<file path="src/rtl/reg_bank_ovr.sv">
// Register bank with per-entry force/release override and a membership query.
// Each entry has a written base value; a force overlays it until release, and
// RELEASE_MODE picks whether the forced value persists (0) or the base returns (1).
module reg_bank_ovr #(
   parameter int unsigned          NUM_REGS     = 4,
   parameter int unsigned          DATA_W       = 32,
   parameter logic [DATA_W-1:0]    RESET_VAL    = '0,
   parameter int unsigned          RELEASE_MODE = 0,
   localparam int unsigned         AW           = $clog2(NUM_REGS)
) (
   input  logic                         clk,
   input  logic                         rst_n,
   input  logic                         wr_en,
   input  logic [AW-1:0]                wr_addr,
   input  logic [DATA_W-1:0]            wr_data,
   input  logic                         frc_en,
   input  logic [AW-1:0]                frc_addr,
   input  logic [DATA_W-1:0]            frc_data,
   input  logic                         rel_en,
   input  logic [AW-1:0]                rel_addr,
   input  logic                         rd_en,
   input  logic [AW-1:0]                rd_addr,
   output logic                         rd_valid,
   output logic [DATA_W-1:0]            rd_data,
   output logic                         rd_forced,
   input  logic                         qry_valid,
   input  logic [DATA_W-1:0]            qry_data,
   output logic                         qry_done,
   output logic                         qry_hit,
   output logic [AW-1:0]                qry_idx,
   output logic [NUM_REGS*DATA_W-1:0]   eff_flat,
   output logic [NUM_REGS-1:0]          forced_mask
);

   logic [DATA_W-1:0]   base_q [NUM_REGS];
   logic [DATA_W-1:0]   base_d [NUM_REGS];
   logic [DATA_W-1:0]   fv_q   [NUM_REGS];
   logic [DATA_W-1:0]   fv_d   [NUM_REGS];
   logic [NUM_REGS-1:0] frc_q, frc_d;
   logic [DATA_W-1:0]   eff    [NUM_REGS];

   logic                rd_valid_q, rd_valid_d;
   logic [DATA_W-1:0]   rd_data_q, rd_data_d;
   logic                rd_forced_q, rd_forced_d;
   logic                qry_done_q, qry_done_d;
   logic                qry_hit_q, qry_hit_d;
   logic [AW-1:0]       qry_idx_q, qry_idx_d;

   logic [DATA_W-1:0]   rd_sel_data;
   logic                rd_sel_frc;
   logic                q_hit;
   logic [AW-1:0]       q_idx;

   // Effective values and flattened views
   always_comb begin
      eff_flat = '0;
      for (int i = 0; i < NUM_REGS; i++) begin
         eff[i] = frc_q[i] ? fv_q[i] : base_q[i];
         eff_flat[i*DATA_W +: DATA_W] = eff[i];
      end
   end

   assign forced_mask = frc_q;

   // Read mux and lowest-index query match; out-of-range reads fall through to 0
   always_comb begin
      rd_sel_data = '0;
      rd_sel_frc  = 1'b0;
      q_hit       = 1'b0;
      q_idx       = '0;
      for (int i = 0; i < NUM_REGS; i++) begin
         if (rd_addr == AW'(i)) begin
            rd_sel_data = eff[i];
            rd_sel_frc  = frc_q[i];
         end
      end
      for (int i = NUM_REGS - 1; i >= 0; i--) begin
         if (eff[i] == qry_data) begin
            q_hit = 1'b1;
            q_idx = AW'(i);
         end
      end
   end

   // Next state: release first, then write (wins over release), then force (wins over release)
   always_comb begin
      frc_d = frc_q;
      for (int i = 0; i < NUM_REGS; i++) begin
         base_d[i] = base_q[i];
         fv_d[i]   = fv_q[i];
         if (rel_en && (rel_addr == AW'(i)) && frc_q[i] &&
             !(frc_en && (frc_addr == AW'(i)))) begin
            frc_d[i] = 1'b0;
            if (RELEASE_MODE == 0) base_d[i] = fv_q[i];
         end
         if (wr_en && (wr_addr == AW'(i))) base_d[i] = wr_data;
         if (frc_en && (frc_addr == AW'(i))) begin
            frc_d[i] = 1'b1;
            fv_d[i]  = frc_data;
         end
      end
      rd_valid_d  = rd_en;
      rd_data_d   = rd_en ? rd_sel_data : rd_data_q;
      rd_forced_d = rd_en ? rd_sel_frc  : rd_forced_q;
      qry_done_d  = qry_valid;
      qry_hit_d   = qry_valid ? q_hit : qry_hit_q;
      qry_idx_d   = qry_valid ? q_idx : qry_idx_q;
   end

   // State registers
   always_ff @(posedge clk or negedge rst_n) begin
      if (!rst_n) begin
         for (int i = 0; i < NUM_REGS; i++) begin
            base_q[i] <= RESET_VAL;
            fv_q[i]   <= '0;
         end
         frc_q       <= '0;
         rd_valid_q  <= 1'b0;
         rd_data_q   <= '0;
         rd_forced_q <= 1'b0;
         qry_done_q  <= 1'b0;
         qry_hit_q   <= 1'b0;
         qry_idx_q   <= '0;
      end else begin
         for (int i = 0; i < NUM_REGS; i++) begin
            base_q[i] <= base_d[i];
            fv_q[i]   <= fv_d[i];
         end
         frc_q       <= frc_d;
         rd_valid_q  <= rd_valid_d;
         rd_data_q   <= rd_data_d;
         rd_forced_q <= rd_forced_d;
         qry_done_q  <= qry_done_d;
         qry_hit_q   <= qry_hit_d;
         qry_idx_q   <= qry_idx_d;
      end
   end

   assign rd_valid  = rd_valid_q;
   assign rd_data   = rd_data_q;
   assign rd_forced = rd_forced_q;
   assign qry_done  = qry_done_q;
   assign qry_hit   = qry_hit_q;
   assign qry_idx   = qry_idx_q;

endmodule

</file>
<file path="config.mk">
export PLATFORM = sky130hd
export DESIGN_NAME = reg_bank_ovr
export DESIGN_NICKNAME = d
export VERILOG_FILES = /design/src/rtl/reg_bank_ovr.sv
export SDC_FILE = /design/constraint.sdc
export NUM_CORES = 1
export LEC_CHECK = 0
export ABC_CLOCK_PERIOD_IN_PS = 5800
export CORE_ASPECT_RATIO = 2
export CORE_MARGIN = 2
export CORE_UTILIZATION = 45
export CTS_CLUSTER_SIZE = 8
export DETAILED_ROUTE_END_ITERATION = 10
export PLACE_DENSITY = 0.7
export REMOVE_ABC_BUFFERS = 1
export SETUP_SLACK_MARGIN = 0.5
export SLEW_MARGIN = 20
export SYNTH_ARGS = -nofsm -noshare
export SYNTH_HDL_FRONTEND = slang
export SYNTH_SLANG_ARGS = --single-unit
export TNS_END_PERCENT = 5
</file>
<file path="constraint.sdc">
create_clock -name clk -period 5.8 [get_ports clk]
set_input_delay 1.16 -clock clk [delete_from_list [all_inputs] [get_ports clk]]
set_output_delay 1.16 -clock clk [all_outputs]
set_load 0.05 [all_outputs]
</file>
# Word level (Yosys, flattened, before mapping)
# Index checks and enable logic that the tools add are counted.
# Widths: inputs -> output; s select.
[word_totals]
ff_bits = 298
input_bits = 111
output_inout_bits = 170
word_cells = 106
[op_classes]
n_eq_ne = 16
mux = 36
n_reduce_logical = 36
[ops]
columns = ["operator", "n"]
rows = [
  ["$mux 32", 16],
  ["$eq 32x32->1", 4],
  ["$logic_and 1x1->1", 20],
  ["$eq 2x2->1 const B", 8],
  ["$mux 1", 16],
  ["$reduce_bool 2->1", 8],
  ["$eq 2x1->1 const B", 4],
  ["$logic_not 2->1", 4],
  ["$mux 2", 4],
  ["$logic_not 1->1", 4],
]

# Logic depth before layout (Yosys ltp)
[depth]
depth_word = 6
depth_mapped = 9
ltp_nobuf = 7

# Worst setup path before layout
# OpenSTA, ideal clock, no wires.
[synth_timing]
kind = "register -> output"
start = "reg frc_q[2], in the netlist forced_mask[2]"
end = "out eff_flat[67]"
t_arrival_ns = 1.623
t_required_ns = 4.640
setup_slack_ns = 3.017
path_stages_with_launch = 5
n_path_buf = 2
path_cell_list = "dfrtp_1 > buf_6 > buf_2 > mux2i_1 > inv_1"
[synth_between]
elab_chain_cells = 1
[synth_lines]
columns = ["element", "line", "rtl"]
rows = [
  ["start, declared", "39", "logic [NUM_REGS-1:0] frc_q, frc_d;"],
  ["start signal, assigned", "129", "frc_q <= frc_d;"],
  ["$mux 32", "58", "eff[i] = frc_q[i] ? fv_q[i] : base_q[i];"],
  ["end, declared", "31", "output logic [NUM_REGS*DATA_W-1:0] eff_flat,"],
]
# Every way passes these cells.

# Worst setup path after layout
[layout_timing]
start = "reg frc_q[0], in the netlist forced_mask[0]"
end = "out eff_flat[29]"
# The elaborated chain is that of the path after synthesis.

==> impl_metrics.toml <==
[clock_tree]
cts_htree_levels = 2
cts_buffer_depth = 3
cts_resized = 0
holdBufCountCts = 0
clock-sinks = 298
cts_tree = "yes"
clk_latency_ns = 0.54
clock-root-buffer = "clkbuf_16"
cts_buffers = 43
post_cts_buffers = 0
path_clk_slew_ns = 0.05

[die]
die_h_microns = 272
core_sq_um = 35700
initial_core_util = 0.455
io_pins = 281
die_x_microns = 138
num_rows = 98
die-area_sq_um = 37700

[sta]
rsz0062_at_grt = "false"
finalSetupViolations = 0
fmax_ghz = 0.230
min_period_ns = 4.34
relSlewSlack = 0.266
tightest_slew_ns = 1.10
maxSlewViolCount = 0
layout_setup_ws_ns = 1.46
timing.final.crit_share = 0.748
finalSetupTns_ns = 0
clock_skew_ns = 0.0119
hold_viol = 0

[yosys]
yosysUniqueCellTypes = 33
syn-cell-area_sq_um = 16200
synth_area_per_cell_sq_um = 11.1
ys_seq_elements = 298
synthCells = 1455
yosysSeqAreaShare = 0.460
yosys_warnings = 0

[drt]
dr.pass1.iters = 7
postRouteAntennaNets = 0
num_vias = 12400
drcViolationCount = 0
drt_iter0_markers = 866
wl_per_cell_microns = 25.1
drt-total-wl_microns = 54900
vias_per_cell = 5.69

[placement]
place_ws_ns = 1.99
hpwlAfterDp_microns = 38700
dp_cells = 2124
numPortBuffers = 280
gp_congestion = 0.916

[grt]
track_usage = 0.289
grt_max_degree = 127
antenna_found_initial = 9
grt_pass1_wl_microns = 81500
grt_pass1_vias = 13100
grt-ovfl-total = 0

[worst_setup_path]
startpoint_type = "flip-flop"
cp.arrival_ns = 3.18
path_class = "reg2out"
crit_chain = "buf_4, mux2i_1, inv_1, clkdlybuf4s50_1"
critPathMaxStageDelay_ns = 1.09
path_max_fanout = 28
critPathCaptureType = "output port"
reg2reg_slack_ns = 2.19
slowest_stage = "dfrtp_2"
critPathRequiredTime_ns = 4.64
r2r_cells = 8

[run]
max_cap_viol_count = 0

[hold_path]
hp-class = "reg2reg"
whs_path_depth = 2

[finish]
final_core_util = 0.576
final_cells = 2183
fillers = 2978
areaGrowthSynthToFinish_pct = 26.7
layout-drive-gt1-share = 0.158
fin_nets = 1831

[pwr]
p_leak_uw = 0.00937
peakVddDrop_mv = 0.272
p_per_area_nw_per_um2 = 450

[status]
status = "finished clean"
[Yosys cell counts]
cell type  number  area (sq um)
a21oi_1       131           656
nor4_1         26           163
xnor2_1        96           841
o21ai_0        32           160
dfrtp_1       298          7460
nand3b_1        4          30.0
buf_12          1          20.0
o21ai_1         2          10.0
and3_1          1          6.26
nor3b_2         1          12.5
buf_8           1          15.0
o22ai_1         1          6.26
nor3b_1         1          7.51
nand4_1        15          93.8
xor2_1         32           280
o32ai_2         1          16.3
buf_1           4          15.0
nor2_1        134           503
inv_1         131           492
mux2i_2        24           330
mux2i_1       232          2320
mux4_2         33           743
buf_2           6          30.0
nand2_1        39           146
o21ai_2         1          8.76
nor2b_1         2          12.5
clkbuf_1       59           221
a21bo_2         1          10.0
mux2_2        129          1450
buf_6          11           124
a21o_1          1          7.51
nand2b_1        1          6.26
nand3_1         4          20.0
[cells in the final DEF (no fill, tap or decap), types with 2 or more instances in the layout]
cell,n
nand3_2,2
buf_12,2
xor2_1,32
clkbuf_16,45
buf_2,3
nand4_1,15
nand2_2,3
nand3b_1,4
mux4_2,33
diode_2,9
buf_4,20
nand3_1,2
nand2_1,36
clkdlybuf4s50_1,276
mux2i_2,24
xnor2_1,96
nor2_1,134
nor2b_1,2
o21ai_0,32
dfrtp_2,4
dfrtp_1,294
o21ai_1,2
mux2i_1,232
clkbuf_1,3
mux2_2,129
a21oi_1,130
inv_1,131
nor4_1,26
[final cells by class]
type / count / area (sq um) / area share
diodes: 9 / 22.5 / 0.00110
clock buffers: 48 / 1140 / 0.0553
clock inverters: 1 / 8.76 / 0.000426
inverters: 131 / 492 / 0.0239
multi-input cells: 944 / 7890 / 0.384
flip-flops and latches: 298 / 7460 / 0.363
well taps: 450 / 563 / 0.0274
repair buffers: 302 / 2980 / 0.145
[registers in the layout, indices dropped and copies added, names as in the netlist]
register	cells
qry_idx	2
base_q	128
rd_data	32
qry_done	1
rd_forced	1
rd_valid	1
fv_q	128
forced_mask	4
qry_hit	1
[logic make-up after synthesis]
logic type / synth area share
xor gates and xnor gates: 0.0691
DFF: 0.460
and+or+nand+nor: 0.0617
buffers and inverters: 0.0565
AOI/OAI and AO/OA: 0.0539
muxes: 0.299
[path summary, 6_finish.rpt]
path / start / to
max: forced_mask[0]$_DFFE_PN0P_ / eff_flat[29]
min in group asynchronous: rst_n / rd_data[28]$_DFFE_PN0P_
min reg2reg: base_q[115]$_DFFE_PN0P_ / base_q[115]$_DFFE_PN0P_
max reg2reg: forced_mask[0]$_DFFE_PN0P_ / qry_hit$_DFFE_PN0P_
min: base_q[115]$_DFFE_PN0P_ / base_q[115]$_DFFE_PN0P_
max in group asynchronous: rst_n / fv_q[31]$_DFFE_PN0P_
[report_power, final]
part | internal [uW] | switching [uW]
sequential | 2560 | 360
combinational | 1490 | 2580
clock | 1360 | 890
[worst max-delay path: cells and delay by family, from the launching register on]
family / cells / cell delay, ns
buf+inv: 3 / 1.18
flops: 1 / 1.09
mux: 1 / 0.34
[metal layers]
layer,vias up,wire (microns),share of wire,global-route usage
li1,5509,-,-,-
met1,6221,18600,0.34,0.311
met3,163,2740,0.050,0.0376
met5,-,0,0,0
met4,0,4370,0.080,0.213
met2,527,29100,0.53,0.516
[through the flow]
step                total power, uW  hold slack (ns)  area [sq um]
floorplan                      5520            0.449         15800
global placement               6940            0.461         19400
detailed placement             7010            0.470         19400
CTS                            9270            0.481         20500
global route                   9600            0.503         20600
finish                         9250            0.477         20600
Power figures use the tool's default switching activity.
